### src/rtl/adder_mul_sequencer.sv
// Shift-and-add unsigned multiplier controller: steps an external N-bit ripple adder
// through N passes to form an N x N -> 2N product, then pulses Done for one cycle.
module adder_mul_sequencer #(
  parameter int N = 8
) (
  input  logic           Clock,
  input  logic           Reset,
  input  logic           Start,
  input  logic [N-1:0]   Multiplicand,
  input  logic [N-1:0]   Multiplier,
  output logic           Busy,
  output logic           Done,
  output logic [2*N-1:0] Product,
  output logic [N-1:0]   Adder_A,
  output logic [N-1:0]   Adder_B,
  output logic           Adder_Sub,
  input  logic [N-1:0]   Adder_Sum,
  input  logic           Adder_Carry
);

  localparam int CW = $clog2(N);
  localparam logic [CW-1:0] LAST = CW'(N - 1);

  typedef enum logic [1:0] {
    IDLE = 2'd0,
    RUN  = 2'd1,
    DONE = 2'd2
  } state_t;

  state_t         state_q, state_d;
  logic [N-1:0]   m_q, m_d;
  logic [2*N-1:0] p_q, p_d;
  logic [CW-1:0]  count_q, count_d;
  logic [2*N-1:0] product_q, product_d;

  always_comb begin
    state_d   = state_q;
    m_d       = m_q;
    p_d       = p_q;
    count_d   = count_q;
    product_d = product_q;
    Adder_A   = '0;
    Adder_B   = '0;
    Busy      = 1'b0;
    Done      = 1'b0;

    case (state_q)
      IDLE: begin
        if (Start) begin
          m_d     = Multiplicand;
          p_d     = {{N{1'b0}}, Multiplier};
          count_d = '0;
          state_d = RUN;
        end
      end

      RUN: begin
        Busy    = 1'b1;
        Adder_A = p_q[2*N-1:N];
        // A zero addend when the multiplier LSB is clear keeps the step uniform.
        Adder_B = p_q[0] ? m_q : '0;
        p_d     = {Adder_Carry, Adder_Sum, p_q[N-1:1]};
        count_d = count_q + CW'(1);
        if (count_q == LAST) begin
          product_d = p_d;
          state_d   = DONE;
        end
      end

      DONE: begin
        Busy    = 1'b1;
        Done    = 1'b1;
        state_d = IDLE;
      end

      default: state_d = IDLE;
    endcase
  end

  always_ff @(posedge Clock) begin
    if (Reset) begin
      state_q   <= IDLE;
      m_q       <= '0;
      p_q       <= '0;
      count_q   <= '0;
      product_q <= '0;
    end else begin
      state_q   <= state_d;
      m_q       <= m_d;
      p_q       <= p_d;
      count_q   <= count_d;
      product_q <= product_d;
    end
  end

  assign Adder_Sub = 1'b0;
  assign Product   = product_q;

endmodule
### config.mk
export PLATFORM = sky130hd
export DESIGN_NAME = adder_mul_sequencer
export DESIGN_NICKNAME = d
export VERILOG_FILES = /design/src/rtl/adder_mul_sequencer.sv
export SDC_FILE = /design/constraint.sdc
export NUM_CORES = 1
export LEC_CHECK = 0
export BUFFER_PORTS_ARGS = -buffer_cell sky130_fd_sc_hd__buf_4
export CAP_MARGIN = 20
export CORE_UTILIZATION = 37
export DETAILED_ROUTE_END_ITERATION = 7
export PLACE_DENSITY = 0.67
export SLEW_MARGIN = 0
export SYNTH_ARGS = -nofsm -noshare
export SYNTH_HDL_FRONTEND = slang
export SYNTH_SLANG_ARGS = --single-unit
export TNS_END_PERCENT = 100
### constraint.sdc
create_clock -name Clock -period 1.8 [get_ports Clock]
set_input_delay 0.09 -clock Clock [delete_from_list [all_inputs] [get_ports Clock]]
set_output_delay 0.09 -clock Clock [all_outputs]
set_load 0.05 [all_outputs]
## After elaboration in Yosys (flattened, before gate mapping)

Index checks and enable logic that the tools add are counted.

- $add $sub $neg: 1
- Eq/ne operators: 5
- Mux-type cells: 12
- Reduce and logical (&&, ||, !) cells: 7

Operators with widths:

| operator | count |
|---|---|
| 16-bit case mux with 2 select lines | 1 |
| 8-bit 2-to-1 mux | 3 |
| 16-bit 2-to-1 mux | 1 |
| 2-bit AND reduction | 4 |
| 3-bit case mux with 2 select lines | 1 |
| 2-bit 2-to-1 mux | 2 |
| 2-bit inequality test (second input constant) | 2 |
| 2-bit case mux with 2 select lines | 1 |
| 3-bit by 1-bit adder with 3-bit output (second input constant) | 1 |
| 3-bit == test (second input constant) | 1 |
| 3-bit 2-to-1 mux | 1 |
| 2-bit by 1-bit == test with 1-bit output (second input constant) | 1 |
| 2-bit == test (second input constant) | 1 |
| 2-bit logical NOT | 1 |
| 1-bit 2-to-1 mux | 2 |
| 2-bit nonzero test | 1 |
| 2-bit OR reduction | 1 |

- Register bits: 45
- Output and inout port bits: 35

## Longest topological paths before layout

Gate-level depths: netlist of the first run.

- Depth after elaboration: 3
- Mapped depth: 7
- Mapped depth without buffers: 5

## Least setup slack after synthesis of the first run

Ideal clock, no wire load.

- Kind: flip-flop to output port
- Start point: reg state_q[1]
- End point: out Adder_B[4]
- Data arrival time: 1.428 ns
- Slack: 0.282 ns
- Stages on the path, launching flop included: 6
- Path buffers: 2
- Path through: dfxtp_1 -> inv_1 -> ha_1 -> buf_4 -> clkbuf_1 -> and3_1

- Longest elaborated chain between the ends: 2

RTL lines:

| item | line | source |
|---|---|---|
| from (decl) | 30 | `state_t state_q, state_d;` |
| from (signal assigned) | 88 | `state_q <= state_d;` |
| 2-bit by 1-bit == test with 1-bit output | 47 | `case (state_q)` |
| 8-bit 2-to-1 mux | 47 |  |
| to (decl) | 15 | `output logic [N-1:0] Adder_B,` |

No other way between the ends.

## Worst setup path in the final report of the first run

- Start point: reg state_q[1]
- End point: out Adder_A[4]

- Longest elaborated chain between the ends: 2

RTL lines:

| item | line | source |
|---|---|---|
| 2-bit by 1-bit == test with 1-bit output | 47 |  |
| 8-bit 2-to-1 mux | 47 |  |
| to (decl) | 14 | `output logic [N-1:0] Adder_A,` |

No other way between the ends.

==> results of run 1 <==
## cells in the mapped netlist
cell | count | area [sq um]
mux2_4 | 1 | 15.0
dfxtp_1 | 45 | 901
nor2b_1 | 1 | 6.26
buf_2 | 6 | 30.0
clkbuf_1 | 5 | 18.8
buf_4 | 4 | 30.0
nand3_1 | 8 | 40.0
inv_1 | 3 | 11.3
a21oi_1 | 27 | 135
nor2_1 | 18 | 67.6
ha_1 | 5 | 62.6
mux2i_1 | 9 | 90.1
buf_6 | 1 | 11.3
a211oi_2 | 2 | 25.0
a211oi_1 | 7 | 52.6
nand2_1 | 43 | 161
nor3_1 | 1 | 5.00
a32oi_1 | 10 | 87.6
conb_1 | 1 | 3.75
clkbuf_2 | 1 | 5.00
and2_1 | 9 | 56.3
nand2b_1 | 2 | 12.5
buf_1 | 1 | 3.75
and3_1 | 8 | 50.1
nand3b_1 | 1 | 7.51
## state kept, by name (all words and copies together), names as in the netlist
register,cells
Product,16
count_q,3
m_q,8
p_q,16
state_q,2
## report_power, final
group          switching [mW]  internal, mW
Clock                   0.333         0.453
Combinational           0.175         0.129
Sequential             0.0295          1.04
## kinds of logic after synthesis
kind of cell    count (synthesis)
mux                            10
compound gates                 46
fa+ha+maj                       5
simple gates                   91
other cells                     1
buf+inv                        21
flops                          45
## how the worst min path moves through the flow
| stage | from | end | slack [ns] |
|---|---|---|---|
| after floorplan | Adder_Sum[3] | Product[10] | 0.23 |
| after global placement | Adder_Sum[2] | Product[9] | 0.36 |
| after detailed placement | Adder_Sum[0] | Product[7] | 0.36 |
| after CTS | Adder_Sum[6] | Product[13] | 0.03 |
| after global routing | Adder_Sum[0] | Product[7] | 0.04 |
| final | Adder_Sum[3] | Product[10] | 0.04 |
## cell type report
cell class / instances / area (sq um)
clock inverters: 1 / 30.0
clock buffers: 7 / 86.3
inverters: 3 / 11.3
flip-flops and latches: 45 / 901
well taps: 67 / 83.8
fillers: 488 / 2320
repair buffers: 67 / 507
multi-input cells: 153 / 882
## layout by cell type, fill, tap and decap left out
cell and instances:
a211oi_1 7, a211oi_2 2, a21oi_1 27, a32oi_1 10, and2_1 8, and2_2 1, and3_1 8, buf_4 66
buf_6 1, bufinv_16 1, clkbuf_1 1, clkbuf_8 6, conb_1 1, dfxtp_1 45, ha_1 4, ha_2 1
inv_1 3, mux2_4 1, mux2i_1 9, nand2_1 43, nand2b_1 2, nand3_1 8, nand3b_1 1, nor2_1 18
nor2b_1 1, nor3_1 1
## stage by stage
stage / hold WS, ns / setup slack (ns) / power [mW] / cells / cell area, sq um
after CTS: 0.0296 / 0.0398 / 2.19 / 343 / 2500
after global placement: 0.356 / 0.214 / 1.39 / 335 / 2380
after floorplan: 0.226 / 0.282 / 1.30 / 219 / 1890
after detailed placement: 0.356 / 0.168 / 1.40 / 335 / 2380
after global routing: 0.0358 / 0.00941 / 2.26 / 343 / 2500
final: 0.0417 / 0.111 / 2.16 / 343 / 2500
## worst min-delay path, cell delays in order
cell and delay [ns]:
buf_4 0.11, nand2_1 0.05, a21oi_1 0.05
## routing by layer
metal	wire length [microns]	share of wire (%)
met1	1900	44
met2	2100	49
met3	226	5.2
met4	96	2.2
met5	0	0
==> flow_summary.json, run 1 <==
{
  "synth_xor_xnor_area_share_pct": 0,
  "htreeDepth": 2,
  "max_stage_delay_ns": 0.33,
  "die-area_sq_um": 5400,
  "core_sq_um": 4820,
  "utilization_pct": 51.9,
  "drtPass1Iterations": 5,
  "cts_root_buffer": "clkbuf_8",
  "via_count": 1670,
  "postRouteAntennaNets": 0,
  "crit_chain": "inv_1, ha_2, buf_6, and2_1, buf_4",
  "synth_mux_area_share_pct": 5.56,
  "critical_path.max_fanout": 28,
  "path_delay_family": "buffers and inverters",
  "post_cts_buffers": 0,
  "global_route.usage.met2_pct": 29.0,
  "ys_seq_elements": 45,
  "cp.depth": 5,
  "synth_compound_area_share_pct": 15.9,
  "leakagePower_nw": 1.08,
  "synth_warnings": 0,
  "synthAdderAreaFrac_pct": 3.31,
  "area.growth.synth_to_final_pct": 32.4,
  "initial_utilization_pct": 39.2,
  "ys_seq_area_share_pct": 47.7,
  "rr_startpoint": "state_q[0]",
  "finalHoldViolCount": 0,
  "grt_use_met1_pct": 21.5,
  "antennaDiodeCount": 0,
  "top_usage_layer": "met2",
  "setup_tns_ns": 0,
  "synth.avg_cell_area_sq_um": 8.63,
  "r2r_setup_slack_ns": 0.28,
  "place_congestion": 0.716,
  "grt_pass1_vias": 1610,
  "min_path_cells": 3,
  "grt_max_degree": 46,
  "pwr_density_cell_nw_per_um2": 863,
  "antenna_found_initial": 0,
  "drive_gt1_share_pct": 28.6,
  "clock_latency_ns": 0.30,
  "clkTransAtPathRegs_ns": 0.08,
  "grt_pass1_wl_mm": 7.28,
  "cts_tree": "done",
  "syn_nets": 252,
  "synth_area_sq_um": 1890,
  "cp-startpoint": "state_q[1]",
  "clock.fmax_mhz": 592,
  "finalSetupViolations": 0,
  "rows": 25,
  "synth_top_family_by_area": "simple AND/OR/NAND/NOR gates",
  "r2r.worst_path.cells": 5,
  "slew_violations": 0,
  "rr_endpoint": "p_q[14]",
  "io-pin-count": 63,
  "path_class": "reg2out",
  "final_nets": 308,
  "vias_per_cell": 4.87,
  "crit_required_ns": 1.71,
  "rsz0062_at_grt": "no",
  "synthSimpleGateAreaFrac_pct": 21.5,
  "crit_arrival_ns": 1.60,
  "endpoint": "Adder_A[4]",
  "clockBufferDepth": 2,
  "drc": 0,
  "fin_crit_ns": 1.69,
  "critPathBufInv": 3,
  "postCtsHoldBufs": 0,
  "maxCapViolCount": 0,
  "cts_resized": 1,
  "min_period_over_period_pct": 93.8,
  "worst_pin_slew_ns": 0.508,
  "max_slew_margin_pct": 66.1,
  "wl_per_cell_microns": 12.6,
  "grt_usage_pct": 17.7,
  "cts_sinks": 45,
  "cts_inserted_buffers": 5,
  "dieWidth_microns": 73.5,
  "met3_usage_pct": 4.12,
  "syn-instance-count": 219,
  "slowest_stage": "dfxtp_1",
  "yosysUniqueCellTypes": 25,
  "ir_drop_v": 0.000358,
  "grt-ovfl-total": 0,
  "fin_worst_skew_ns": 0.00671,
  "drtIter0Drc": 93,
  "cp-end-kind": "output port",
  "outcome": "finished clean",
  "port_buffers": 61,
  "dpl.hpwl_mm": 2.99,
  "die_h_microns": 73.5,
  "crit_path_start_kind": "flip-flop",
  "routed_wl_mm": 4.32,
  "hold_class": "in2reg"
}
Note: power is estimated with default switching activity, not from simulation.
==> inputs of run 2 (changes only) <==
--- a/config.mk
+++ b/config.mk
@@ -5,11 +5,13 @@
 export SDC_FILE = /design/constraint.sdc
 export NUM_CORES = 1
 export LEC_CHECK = 0
+export ABC_AREA = 1
 export BUFFER_PORTS_ARGS = -buffer_cell sky130_fd_sc_hd__buf_4
 export CAP_MARGIN = 20
 export CORE_UTILIZATION = 37
 export DETAILED_ROUTE_END_ITERATION = 7
-export PLACE_DENSITY = 0.67
+export GPL_TIMING_DRIVEN = 0
+export PLACE_DENSITY = 0.66
 export SLEW_MARGIN = 0
 export SYNTH_ARGS = -nofsm -noshare
 export SYNTH_HDL_FRONTEND = slang
==> flow_summary.json, run 2 <==
{
  "outcome": "finished clean",
  "drtIter0Drc": 76,
  "grt_pass1_wl_mm": 7.36,
  "dieWidth_microns": 74.9,
  "htreeDepth": 2,
  "hold_class": "in2reg",
  "pwr_density_cell_nw_per_um2": 763,
  "critical_path.max_fanout": 10,
  "vias_per_cell": 4.68,
  "wl_per_cell_microns": 11.4,
  "grt_usage_pct": 17.4,
  "dpl.hpwl_mm": 3.42,
  "cts_inserted_buffers": 5,
  "antenna_found_initial": 0,
  "place_ws_ns": 0.317,
  "drc": 0,
  "p_clk_share_pct": 30.3,
  "ys_seq_elements": 45,
  "setup_tns_ns": 0,
  "area.growth.synth_to_final_pct": 32.1,
  "post_cts_buffers": 0,
  "grt_pass1_vias": 1672,
  "drtPass1Iterations": 4,
  "die_h_microns": 74.9,
  "rsz0062_at_grt": "no",
  "antennaDiodeCount": 0,
  "cts_root_buffer": "clkbuf_8",
  "placed_cell_area_sq_um": 2510,
  "worstHoldStart": "Adder_Sum[0]",
  "io-pin-count": 63,
  "pwr-share-seq_pct": 53.7,
  "die-area_sq_um": 5610,
  "hold_slack_ns": 0.0497,
  "r2r.worst_path.cells": 7,
  "core_sq_um": 5110,
  "rows": 26,
  "pwr-share-comb_pct": 16.0,
  "path_class": "reg2out",
  "finalSetupViolations": 0,
  "syn_nets": 308,
  "grt-ovfl-total": 0,
  "crit_path_start_kind": "flip-flop",
  "synth-edff-count": 0,
  "clock.fmax_mhz": 595,
  "place_congestion": 0.815,
  "ys_seq_area_share_pct": 45.8,
  "r2r_setup_slack_ns": 0.32,
  "routed_wl_mm": 4.71,
  "maxCapViolCount": 0,
  "postRouteAntennaNets": 0,
  "cts_resized": 1,
  "clockBufferDepth": 2,
  "cts_sinks": 45,
  "drive_gt1_share_pct": 24.7,
  "cp-end-kind": "output port",
  "fin_crit_ns": 1.68,
  "p_int_mw": 1.44,
  "crit_required_ns": 1.71,
  "postCtsHoldBufs": 0,
  "initial_utilization_pct": 38.5,
  "netlist.area_leader.share_pct": 45.8,
  "min_path_cells": 3,
  "setup_ws_ns": 0.120,
  "clock_latency_ns": 0.30,
  "ir_drop_v": 0.000468,
  "synth_area_sq_um": 1970,
  "min_period_over_period_pct": 93.3,
  "leakagePower_nw": 1.24,
  "fin_worst_skew_ns": 0.00580,
  "final_nets": 376,
  "synthArstFlopShare_pct": 0,
  "fill_cells": 545,
  "cts_tree": "done",
  "ys_top_cells_by_count": "65 x nand2_1, 45 x dfxtp_1, 41 x nor2_1, 29 x a21oi_1, 22 x inv_1",
  "finalHoldViolCount": 0,
  "hold_path_end": "Product[7]",
  "stdcell_area_sq_um": 2600,
  "synth.avg_cell_area_sq_um": 7.15,
  "slew_violations": 0,
  "via_count": 1936,
  "crit_arrival_ns": 1.59,
  "power_mw": 1.98,
  "synth_warnings": 0,
  "synth_flop_cell": "dfxtp_1",
  "final_cell_mix": "65 x buf_4, 65 x nand2_1, 45 x dfxtp_1",
  "port_buffers": 61,
  "rr_startpoint": "count_q[0]",
  "clkTransAtPathRegs_ns": 0.08,
  "synth_area_leaders": "dfxtp_1 46%, nand2_1 12%, nor2_1 7.8%",
  "synthMostInstantiatedCell": "nand2_1",
  "synth_largest_area_cell": "dfxtp_1",
  "syn-instance-count": 275,
  "yosysUniqueCellTypes": 18,
  "sw_frac_of_total_pct": 27.1,
  "grt_max_degree": 13,
  "netSwitchingPower_uw": 537,
  "rr_endpoint": "Product[13]"
}
run 2: cell count changes in the layout (fill, tap and decap cells not counted), sizes merged, moves of 7 or more:
cell,delta
o21ai,+16
nor2,+23
nand2,+26
and2,-9
a32oi,-10
inv,+21
mux2i,-9
a211oi,-9
nand3,+13
and3,-8
nand3b,+7
run 2: cells by family after synthesis:
| family | Yosys count | share of synthesized area (%) |
|---|---|---|
| other | 1 | 0.191 |
| AND/OR/NAND/NOR | 139 | 29.9 |
| AO/OA/AOI/OAI | 45 | 11.5 |
| buffers and inverters | 40 | 9.42 |
| flip-flops | 45 | 45.8 |
| adder cells (fa/ha/maj) | 5 | 3.18 |
run 2: how the worst max path moves through the flow:
stage / depth (start not counted) / slack, ns / startpoint / endpoint
after floorplan: 5 / 0.13 / state_q[1] / Adder_B[0]
after global placement: 6 / 0.31 / state_q[1] / Adder_B[2]
after detailed placement: 6 / 0.32 / state_q[1] / Adder_B[7]
after CTS: 6 / 0.04 / state_q[1] / Adder_B[7]
after global routing: 6 / 0.0005 / state_q[1] / Adder_B[2]
final: 7 / 0.12 / state_q[1] / Adder_A[3]
run 2: area by class of cell:
class,count,area (sq um),area share (%)
plain buffers,15,92.6,3.57
well taps,70,87.6,3.37
repair buffers,61,458,17.6
flip-flops and latches,45,901,34.7
multi-input cells,190,882,34.0
inverters,25,95.1,3.66
clock buffers,8,80.1,3.08
run 2: metal layers:
layer | global-route usage [%] | vias up | wire, microns
li1 | - | 1001 | -
met1 | 22.7 | 869 | 2200
met2 | 27.5 | 51 | 2180
met3 | 3.48 | 15 | 210
met4 | 8.60 | 0 | 118
met5 | 0 | - | 0
run 2: power by group through the flow:
stage / logic [mW] / clock network (mW) / registers (mW)
after CTS: 0.318 / 0.626 / 1.06
after detailed placement: 0.315 / 0 / 1.09
after global routing: 0.353 / 0.656 / 1.07
after floorplan: 0.212 / 0 / 1.08
final: 0.317 / 0.601 / 1.06
after global placement: 0.314 / 0 / 1.09
run 2: critical path: stages, from the launching register on:
cell	delay (ns)
dfxtp_1	0.33
inv_1	0.08
ha_2	0.23
buf_4	0.20
buf_6	0.15
nand2_1	0.06
inv_1	0.05
buf_4	0.18
run 2: stage by stage:
stage                     utilization (%)  std cells
after floorplan                         -        275
after global placement               49.2        406
after detailed placement             49.2        406
after CTS                            50.8        414
after global routing                 50.8        414
final                                50.8        414
==> inputs of run 3 (changes only) <==
--- a/config.mk
+++ b/config.mk
@@ -11,7 +11,6 @@
 export CORE_UTILIZATION = 37
 export DETAILED_ROUTE_END_ITERATION = 7
 export GPL_TIMING_DRIVEN = 0
-export PLACE_DENSITY = 0.66
 export SLEW_MARGIN = 0
 export SYNTH_ARGS = -nofsm -noshare
 export SYNTH_HDL_FRONTEND = slang
==> constraint.sdc (replaced) <==
create_clock -name Clock -period 1.4 [get_ports Clock]
set_input_delay 0.07 -clock Clock [delete_from_list [all_inputs] [get_ports Clock]]
set_output_delay 0.07 -clock Clock [all_outputs]
set_load 0.05 [all_outputs]
==> flow_summary.json, run 3 (same netlist as run 2, synthesis figures left out) <==
{
  "grt_usage_pct": 18.5,
  "utilization_pct": 55.7,
  "via_count": 1955,
  "global_route.usage.met2_pct": 29.8,
  "htreeDepth": 2,
  "crit_path_start_kind": "flip-flop",
  "leakagePower_nw": 1.31,
  "grt_pass1_wl_mm": 7.76,
  "die-area_sq_um": 5610,
  "stdcell_area_sq_um": 2850,
  "cts_root_buffer": "clkbuf_8",
  "critical_path.max_fanout": 8,
  "r2r.worst_path.cells": 7,
  "vias_per_cell": 4.67,
  "fin_crit_ns": 1.44,
  "hold_class": "in2reg",
  "outcome": "finished with violations",
  "area.growth.synth_to_final_pct": 44.7,
  "antenna_found_initial": 0,
  "top_usage_layer": "met2",
  "grt_use_met1_pct": 24.6,
  "slew_violations": 0,
  "postRouteAntennaNets": 0,
  "crit_arrival_ns": 1.37,
  "place_congestion": 0.764,
  "drc": 0,
  "placed_cell_area_sq_um": 2530,
  "finalHoldViolCount": 0,
  "rows": 26,
  "routed_wl_mm": 5.00,
  "grt_max_degree": 20,
  "finalSetupViolations": 10,
  "rsz0062_at_grt": "yes",
  "core_sq_um": 5110,
  "wl_per_cell_microns": 11.9,
  "die_h_microns": 74.9,
  "cts_sinks": 45,
  "cts_inserted_buffers": 5,
  "violations": "negative setup slack",
  "min_period_over_period_pct": 103,
  "cts_tree": "done",
  "drtPass1Iterations": 6,
  "setup_ws_ns": -0.0447,
  "final_cell_mix": "65 x nand2_1, 57 x buf_4, 42 x dfxtp_1",
  "cp-end-kind": "output port",
  "clockBufferDepth": 2,
  "ir_drop_v": 0.000478,
  "fill_cells": 548,
  "clock_latency_ns": 0.30,
  "path_class": "reg2out",
  "drtIter0Drc": 70,
  "final_nets": 381,
  "initial_utilization_pct": 38.5,
  "dpl.hpwl_mm": 3.55,
  "port_buffers": 61,
  "met3_usage_pct": 4.42,
  "clock.fmax_mhz": 692,
  "min_path_cells": 3,
  "fin_worst_skew_ns": 0.00621,
  "grt-ovfl-total": 0,
  "final_common_cell": "nand2_1",
  "dieWidth_microns": 74.9,
  "maxCapViolCount": 0,
  "grt_pass1_vias": 1686,
  "clkTransAtPathRegs_ns": 0.09,
  "antennaDiodeCount": 0,
  "hold_slack_ns": 0.0173,
  "drive_gt1_share_pct": 31.5,
  "pwr_density_cell_nw_per_um2": 960,
  "power_mw": 2.73,
  "crit_required_ns": 1.33,
  "dp.cells": 406,
  "stdcell_count": 419,
  "io-pin-count": 63
}
run 3: cell types whose count changed in the layout (fill, tap and decap cells not counted), sizes merged:
cell	before	now
buf	72	77
clkinv	1	2
clkbuf	12	11
run 3: cell type report:
type | count | area [sq um] | share of cell area (%)
timing repair buffer | 67 | 582 | 20.4
clock inverter | 1 | 5.00 | 0.176
clock buffer | 7 | 96.3 | 3.39
multi-input combinational | 190 | 953 | 33.5
buffer | 14 | 118 | 4.13
sequential | 45 | 905 | 31.8
tap | 70 | 87.6 | 3.08
inverter | 25 | 98.8 | 3.47
run 3: final timing paths:
kind	slack (ns)	to	start
worst max-delay path	-0.04	Adder_B[3]	state_q[1]
worst min-delay path	0.02	Product[7]	Adder_Sum[0]
worst max register to register	-0.01	p_q[15]	state_q[0]
worst min register to register	0.47	Product[12]	Product[12]
run 3: repair_timing:
item | CTS | global route
buffers inserted | 4 | 2
resized for setup | 36 | 16
setup endpoints to repair | 41 | 58
hold buffers | 0 | 0
run 3: power by group:
part | switching (mW) | internal (mW)
sequential | 0.0341 | 1.34
combinational | 0.267 | 0.198
clock | 0.447 | 0.447
total | 0.748 | 1.98
run 3: worst max-delay path, stage by stage (launching register included):
cell	delay [ns]
dfxtp_2	0.34
inv_2	0.07
ha_4	0.17
buf_8	0.12
nand2_8	0.09
nor2_4	0.12
buf_8	0.15
run 3: stage by stage:
stage	TNS, ns	worst slack, ns
final	-0.319	-0.0447
after detailed placement	-2.01	-0.129
after CTS	-0.562	-0.0499
after global routing	-2.02	-0.104
after floorplan	-0.678	-0.0848
after global placement	-1.50	-0.124
run 3: layer usage:
metal	wire (microns)	part of all wire [%]
met3	139	2.8
met4	68	1.4
met2	2390	48
met1	2400	48
met5	0	0
